===== config.mk =====
export PLATFORM = sky130hd
export DESIGN_NAME = bist_ctrl
export DESIGN_NICKNAME = d
export VERILOG_FILES = /design/src/rtl/bist_pkg.sv /design/src/rtl/bist_lfsr.sv /design/src/rtl/bist_ctrl.sv
export SDC_FILE = /design/constraint.sdc
export NUM_CORES = 1
export LEC_CHECK = 0
export ABC_AREA = 1
export BUFFER_PORTS_ARGS = -buffer_cell sky130_fd_sc_hd__buf_2
export CELL_PAD_IN_SITES_DETAIL_PLACEMENT = 0
export CELL_PAD_IN_SITES_GLOBAL_PLACEMENT = 1
export CORE_MARGIN = 2
export CORE_UTILIZATION = 45
export DETAILED_ROUTE_END_ITERATION = 7
export PLACE_DENSITY_LB_ADDON = 0.05
export REMOVE_ABC_BUFFERS = 1
export SYNTH_ARGS = -nofsm -noshare
export SYNTH_HDL_FRONTEND = slang
export SYNTH_SLANG_ARGS = --single-unit

===== constraint.sdc =====
create_clock -name clk -period 2.9 [get_ports clk]
set_input_delay 0.145 -clock clk [delete_from_list [all_inputs] [get_ports clk]]
set_output_delay 0.145 -clock clk [all_outputs]
set_load 0.02 [all_outputs]

===== src/rtl/bist_pkg.sv =====
// rtl/bist_pkg.sv - shared states, LFSR/CRC step functions and parameter checks for bist_ctrl
package bist_pkg;

    localparam int STEP_W = 32;

    typedef enum logic [3:0] {
        IDLE,
        N_START,
        N_WAIT,
        N_OUT,
        T_SEED,
        T_SHIFT,
        T_START,
        T_WAIT,
        T_CRC,
        T_NEXT,
        T_DONE
    } bist_state_e;

    // Right-shifting Galois LFSR step; callers keep bits above their width at zero.
    function automatic logic [STEP_W-1:0] galois_step(input logic [STEP_W-1:0] s,
                                                      input logic [STEP_W-1:0] tap);
        return s[0] ? ((s >> 1) ^ tap) : (s >> 1);
    endfunction

    // One serial CRC shift of width w; poly excludes the implicit x^w term.
    function automatic logic [STEP_W-1:0] crc_step(input logic [STEP_W-1:0] crc,
                                                   input logic              din,
                                                   input logic [STEP_W-1:0] poly,
                                                   input int                w);
        logic [STEP_W-1:0] mask;
        logic [STEP_W-1:0] nxt;
        logic [4:0]        msb;
        mask = (w >= STEP_W) ? '1 : ((STEP_W'(1) << w) - STEP_W'(1));
        msb  = 5'(w - 1);
        nxt  = (crc << 1) & mask;
        if (crc[msb] ^ din) begin
            nxt = nxt ^ (poly & mask);
        end
        return nxt;
    endfunction

    // Display must hold the run counter above the signature.
    function automatic bit out_w_ok(input int out_w, input int crc_w);
        return out_w >= crc_w + 1;
    endfunction

    function automatic bit res_bits_ok(input int res_bits, input int res_w);
        return (res_bits >= 1) && (res_bits <= res_w);
    endfunction

endpackage


===== src/rtl/bist_lfsr.sv =====
// rtl/bist_lfsr.sv - seedable Galois LFSR with zero-seed guard
module bist_lfsr
    import bist_pkg::*;
#(
    parameter int           W   = 8,
    parameter logic [W-1:0] TAP = 8'hB8
) (
    input  logic         clk,
    input  logic         rst,
    input  logic         seed_en,
    input  logic [W-1:0] seed,
    input  logic         shift_en,
    output logic [W-1:0] state
);

    // Seed load (zero would lock the LFSR, so it becomes 1) or single step.
    always_ff @(posedge clk) begin
        if (rst) begin
            state <= W'(1);
        end else if (seed_en) begin
            state <= (seed == '0) ? W'(1) : seed;
        end else if (shift_en) begin
            state <= W'(galois_step(STEP_W'(state), STEP_W'(TAP)));
        end
    end

endmodule


===== src/rtl/bist_ctrl.sv =====
// rtl/bist_ctrl.sv - start/busy BIST controller with normal pass-through and CRC signature test
module bist_ctrl
    import bist_pkg::*;
#(
    parameter int               OP_W      = 8,
    parameter int               RES_W     = 24,
    parameter int               RES_BITS  = 12,
    parameter int               OUT_W     = 16,
    parameter int               CRC_W     = 8,
    parameter logic [CRC_W-1:0] CRC_POLY  = 8'h07,
    parameter logic [OP_W-1:0]  LFSR1_TAP = 8'hB8,
    parameter logic [OP_W-1:0]  LFSR2_TAP = 8'h8E,
    parameter int               N_ITER    = 256,
    parameter int               TIMEOUT   = 1023
) (
    input  logic             clk,
    input  logic             rst,
    input  logic [OP_W-1:0]  a,
    input  logic [OP_W-1:0]  b,
    input  logic             test_req,
    input  logic [CRC_W-1:0] golden,
    output logic             dut_rst,
    output logic             dut_start,
    output logic [OP_W-1:0]  dut_a,
    output logic [OP_W-1:0]  dut_b,
    input  logic             dut_busy,
    input  logic [RES_W-1:0] dut_y,
    output logic [OUT_W-1:0] out,
    output logic             test_mode,
    output logic             done,
    output logic             pass,
    output logic             timeout
);

    localparam int RUN_W = OUT_W - CRC_W;
    localparam int BIT_W = $clog2(RES_BITS + 1);
    localparam int TO_W  = $clog2(TIMEOUT + 1);

    if (!out_w_ok(OUT_W, CRC_W)) begin : g_chk_out_w
        $error("bist_ctrl: OUT_W must be at least CRC_W+1");
    end
    if (!res_bits_ok(RES_BITS, RES_W)) begin : g_chk_res_bits
        $error("bist_ctrl: RES_BITS must be within 1..RES_W");
    end

    bist_state_e      state_q, state_n;
    logic             pend_q, req_eff, abort, mode_exit, wd_hit;
    logic             seed_en, shift_en, iter_last, crc_last, first_q;
    logic [OP_W-1:0]  lfsr1, lfsr2;
    logic [CRC_W-1:0] crc_q;
    logic [15:0]      iter_q;
    logic [BIT_W-1:0] bit_q;
    logic [TO_W-1:0]  busy_cnt_q;
    logic [RES_W-1:0] res_q;
    logic [RUN_W-1:0] run_cnt_q;

    bist_lfsr #(.W(OP_W), .TAP(LFSR1_TAP)) u_lfsr1 (
        .clk(clk), .rst(rst), .seed_en(seed_en), .seed(a), .shift_en(shift_en), .state(lfsr1)
    );
    bist_lfsr #(.W(OP_W), .TAP(LFSR2_TAP)) u_lfsr2 (
        .clk(clk), .rst(rst), .seed_en(seed_en), .seed(b), .shift_en(shift_en), .state(lfsr2)
    );

    // State register.
    always_ff @(posedge clk) begin
        if (rst) begin
            state_q <= IDLE;
        end else begin
            state_q <= state_n;
        end
    end

    // Next state plus single-cycle strobes; a test_req inside a run aborts it.
    always_comb begin
        state_n   = state_q;
        req_eff   = pend_q ^ test_req;
        abort     = 1'b0;
        mode_exit = 1'b0;
        wd_hit    = 1'b0;
        seed_en   = 1'b0;
        shift_en  = 1'b0;
        iter_last = (iter_q == 16'(N_ITER - 1));
        crc_last  = (bit_q == BIT_W'(RES_BITS - 1));
        if (test_req && (state_q inside {T_SEED, T_SHIFT, T_START, T_WAIT, T_CRC, T_NEXT})) begin
            abort   = 1'b1;
            state_n = IDLE;
        end else begin
            case (state_q)
                IDLE:    state_n = (test_mode ^ req_eff) ? T_SEED : N_START;
                N_START: state_n = N_WAIT;
                N_WAIT:  if (!first_q && !dut_busy) state_n = N_OUT;
                N_OUT:   state_n = IDLE;
                T_SEED: begin
                    seed_en = 1'b1;
                    state_n = T_SHIFT;
                end
                T_SHIFT: begin
                    shift_en = 1'b1;
                    state_n  = T_START;
                end
                T_START: state_n = T_WAIT;
                T_WAIT: begin
                    if (!first_q) begin
                        if (!dut_busy) begin
                            state_n = T_CRC;
                        end else if (busy_cnt_q == TO_W'(TIMEOUT - 1)) begin
                            wd_hit  = 1'b1;
                            state_n = T_CRC;
                        end
                    end
                end
                T_CRC:   if (crc_last) state_n = T_NEXT;
                T_NEXT:  state_n = iter_last ? T_DONE : T_SHIFT;
                T_DONE: begin
                    if (req_eff) begin
                        mode_exit = 1'b1;
                        state_n   = IDLE;
                    end
                end
                default: state_n = IDLE;
            endcase
        end
    end

    // Datapath, DUT handshake, signature and status registers.
    always_ff @(posedge clk) begin
        if (rst) begin
            out        <= '0;
            test_mode  <= 1'b0;
            done       <= 1'b0;
            pass       <= 1'b0;
            timeout    <= 1'b0;
            dut_start  <= 1'b0;
            dut_a      <= '0;
            dut_b      <= '0;
            dut_rst    <= 1'b1;
            run_cnt_q  <= '0;
            pend_q     <= 1'b0;
            first_q    <= 1'b0;
            crc_q      <= '0;
            iter_q     <= '0;
            bit_q      <= '0;
            busy_cnt_q <= '0;
            res_q      <= '0;
        end else begin
            dut_rst   <= abort || mode_exit || (state_q == T_SHIFT);
            dut_start <= !abort && ((state_q == N_START) || (state_q == T_START));
            first_q   <= !abort && ((state_q == N_START) || (state_q == T_START));

            if (abort || mode_exit) begin
                test_mode <= 1'b0;
                pend_q    <= 1'b0;
            end else if (state_q == IDLE) begin
                test_mode <= test_mode ^ req_eff;
                pend_q    <= 1'b0;
            end else begin
                pend_q    <= req_eff;
            end

            if (state_q == N_START) begin
                dut_a <= a;
                dut_b <= b;
            end else if (state_q == T_START && !abort) begin
                dut_a <= lfsr1;
                dut_b <= lfsr2;
            end

            if (state_q == T_START) begin
                busy_cnt_q <= '0;
            end else if (state_q == T_WAIT && !first_q && dut_busy && !wd_hit) begin
                busy_cnt_q <= busy_cnt_q + TO_W'(1);
            end
            if (wd_hit) begin
                timeout <= 1'b1;
            end

            if (state_q == T_WAIT && state_n == T_CRC) begin
                res_q <= dut_y;
            end else if (state_q == T_CRC) begin
                res_q <= res_q >> 1;
            end
            bit_q <= (state_q == T_CRC) ? bit_q + BIT_W'(1) : '0;

            if (!abort) begin
                case (state_q)
                    N_OUT: out <= OUT_W'(dut_y);
                    T_SEED: begin
                        run_cnt_q <= run_cnt_q + RUN_W'(1);
                        out       <= {run_cnt_q + RUN_W'(1), {CRC_W{1'b0}}};
                        crc_q     <= '0;
                        iter_q    <= '0;
                        done      <= 1'b0;
                        pass      <= 1'b0;
                        timeout   <= 1'b0;
                    end
                    T_CRC: crc_q <= CRC_W'(crc_step(STEP_W'(crc_q), res_q[0], STEP_W'(CRC_POLY), CRC_W));
                    T_NEXT: begin
                        out[CRC_W-1:0] <= crc_q;
                        iter_q         <= iter_q + 16'd1;
                        if (iter_last) begin
                            done <= 1'b1;
                            pass <= (crc_q == golden) && !timeout;
                        end
                    end
                    T_DONE: begin
                        if (mode_exit) begin
                            done <= 1'b0;
                            pass <= 1'b0;
                        end
                    end
                    default: ;
                endcase
            end
        end
    end

endmodule


==> results by group <==
Status
  • Status: finished, final reports clean

Route
  • Overall routed net length: 17,600 µm
  • DRC errors left: 0
  • Final ANT Viol Nets: 0
  • Drt first pass iters: 5
  • Via-per-instance ratio: 5.16
  • WL per Instance: between 10 and 15 µm
  • Initial DRC count: around 340
  • Vias: 6,251

Placed design
  • Detailed Place HPWL: 12,300 µm
  • Final GP Congestion: 0.816
  • Cell area after placement: 7320 µm²
  • Pre-CTS WS: 509 ps
  • Port bufs: 89

Floorplanning
  • Initial core utilization: 46.3%
  • Die Wd: 127 µm
  • Full die area: 16,100 µm²
  • Die H: around 130 µm
  • Core Box Area: 14,600 µm²
  • # rows: 44
  • Io pins: 90

Global routing
  • Pin count of the biggest net entering global routing: 53
  • Antenna violations before repair: 0
  • Global-route usage over all layers: 22.5%
  • First-pass GRT wire length: 29,200 µm
  • Vias in the first global route: 5,737
  • GRT overflow: 0

Clock tree
  • CTS tree: done
  • CTS buffer count: 17
  • Clock root buffer: clkbuf_16
  • Skew-Pair Late Insertion Delay: 420 ps
  • Clock sinks: roughly 130
  • H-tree depth reported by CTS: 4
  • Clock transition at the registers of the reported paths: 50 ps
  • Clock Path Buffers: 2
  • CTS resizes: 0

Worst setup path
  • R2r startpoint: state_q[0]
  • Setup CP Type: flip-flop to flip-flop
  • Critical path launch point: state_q[0]
  • Reg2Reg Depth: 11
  • WP data arrival: approximately 2700 ps
  • Critical R2R Capture: res_q[12]
  • R2R setup slack: 520 ps
  • Critical path endpoint category: flip-flop
  • CP startpoint kind: flip-flop
  • Data required, critical path: 3170 ps
  • CP max FO: 47

Pwr
  • Peak VDD IR: 467 µV
  • Power per cell area: 746 nW/µm²
  • Power Total: 5.86 mW
  • P_leak: around 3.3 nW

Yosys
  • Yosys reg bits: 129
  • Post-synthesis average cell area: 7.26 µm²
  • Sequential fraction of the synthesis area: 38.1%
  • Distinct cells, synth: between 40 and 50
  • Post-Synth Adder-Cell Area: 0.923%
  • Share of the synthesized area in the top cell type: 38.1%
  • Post-Synth XOR/XNOR Area: 3.88%
  • Largest family of logic cells by synthesized area: simple AND/OR/NAND/NOR gates
  • Post-synthesis mux area share: 0.295%
  • Simple-Gate Fraction of Synth Area: 30.5%
  • Warnings, synthesis: 0
  • Post-synth EDFFs: 0
  • Mapped Cells: about 930
  • Largest cells by area after synthesis: dfxtp_1 38%, nand2_1 12%, o21ai_0 4.8%
  • Post-synthesis compound-gate area fraction: 17.1%
  • Top_reg_cell synth: dfxtp_1
  • Largest area contributor in the netlist: dfxtp_1
  • Top-count cell post-synth: nand2_1
  • Mapped cell area: 6780 µm²
  • Post-synth ARST share: 0%
  • Synth cell count leaders: 210 x nand2_1, 129 x dfxtp_1, 83 x inv_1

STA
  • Unrepaired setup endpoints after global routing: no
  • Worst clock skew: roughly 5.6 ps
  • Hold slack: 14.0 ps
  • Slew Limit Headroom: around half
  • Fin Setup TNS: 0 ps
  • Max Slew Vio Count: 0
  • Worst-Margin Slew: 749 ps
  • Min Tclk post-route: 2380 ps
  • Setup WS post-layout: 524 ps
  • Tcrit/Tclk final: 81.9%
  • Setup-failing EPs final: 0
  • Final hold viol count: 0
  • Fmax: between 0.4 and 0.5 GHz

Layout
  • Layout cells sized above 1: 21.2%
  • Post-route cell area: 7870 µm²
  • Fin nets: 1,072
  • Diodes inserted: 0
  • Synth-to-layout area growth: 16.0%

Hold path
  • Hold depth: 3
  • Hold Path Origin: a[0]
  • Hold Path Class: primary input to flip-flop
  • Hold worst-path end: u_lfsr1.state[0]

Run
  • # Max-Cap Violations: 0
cells by family (layout without fill, tap and decap cells):
family	after synthesis	after routing
compound gates	197	197
xor+xnor	30	30
fa+ha+maj	5	5
buf+inv	141	234
flops	129	129
mux	2	2
simple gates	430	430
sequential cells by signal (all words and copies together), names as in the netlist, 4 cells and up:
register	cells
res_q	24
iter_q	16
out	16
busy_cnt_q	10
crc_q	8
dut_a	8
dut_b	8
run_cnt_q	8
u_lfsr1.state	8
u_lfsr2.state	8
bit_q	4
state_q	4
timing repair:
action	4_1_cts	5_1_grt
hold buffers	3	0
endpoints found under the hold margin	3	0
setup buffers	0	0
cells in the final DEF, fill, tap and decap left out, types with 24 or more instances in the layout:
cell type  Yosys  routed
o21ai_0       65      65
nand3_1       60      60
a21oi_1       56      56
inv_1         83      83
nand3_2       26      26
a21oi_2       24      24
nand2_1      210     210
nor2_1        71      71
buf_2         10      89
dfxtp_1      129     129
final cells by class:
cell class	count	area (µm²)
Clock buffer	24	482
Clock inverter	7	35.0
Fill cell	1497	6780
Inverter	95	359
Multi-Input combinational cell	664	3580
Sequential cell	129	2580
Tap cell	184	230
Timing Repair Buffer	108	596
worst max-delay path, stage by stage (launching register included):
cell and delay [ps]:
dfxtp_1 530, inv_4 190, nor2_8 160, nand2_8 90, inv_2 210, nand3_2 130, nand2_2 140, nor2_8 60
nand2_4 440, nand2_1 120, nand2_1 100, a21oi_2 50
per-stage QoR:
step	utilization [%]	std cells
finish	53.7	1211
global route	53.7	1211
global placement	50.0	1177
floorplan	-	888
CTS	53.7	1211
detailed placement	50.0	1177
worst max-delay path by stage:
stage / slack (ps) / endpoint / cells past startpoint
finish: 520 / res_q[12] / 11
global route: 290 / out[6] / 8
floorplan: 480 / res_q[0] / 6
CTS: 500 / res_q[12] / 11
global placement: 520 / res_q[21] / 11
detailed placement: 510 / res_q[15] / 11
power by group:
| part | switching [mW] | internal, mW |
|---|---|---|
| Sequential | 0.176 | 2.01 |
| Combinational | 1.20 | 0.555 |
| Clock | 0.773 | 1.14 |
layer usage:
| layer | vias to the layer above | track usage, % | share of wire (%) |
|---|---|---|---|
| met1 | 2833 | 32.2 | 50 |
| met2 | 146 | 34.4 | 44 |
| met4 | 0 | 6.79 | 1.3 |
| met5 | - | 0 | 0 |
| li1 | 3253 | - | - |
| met3 | 19 | 4.34 | 4.6 |
No activity file was read; power rests on OpenSTA's default activity.
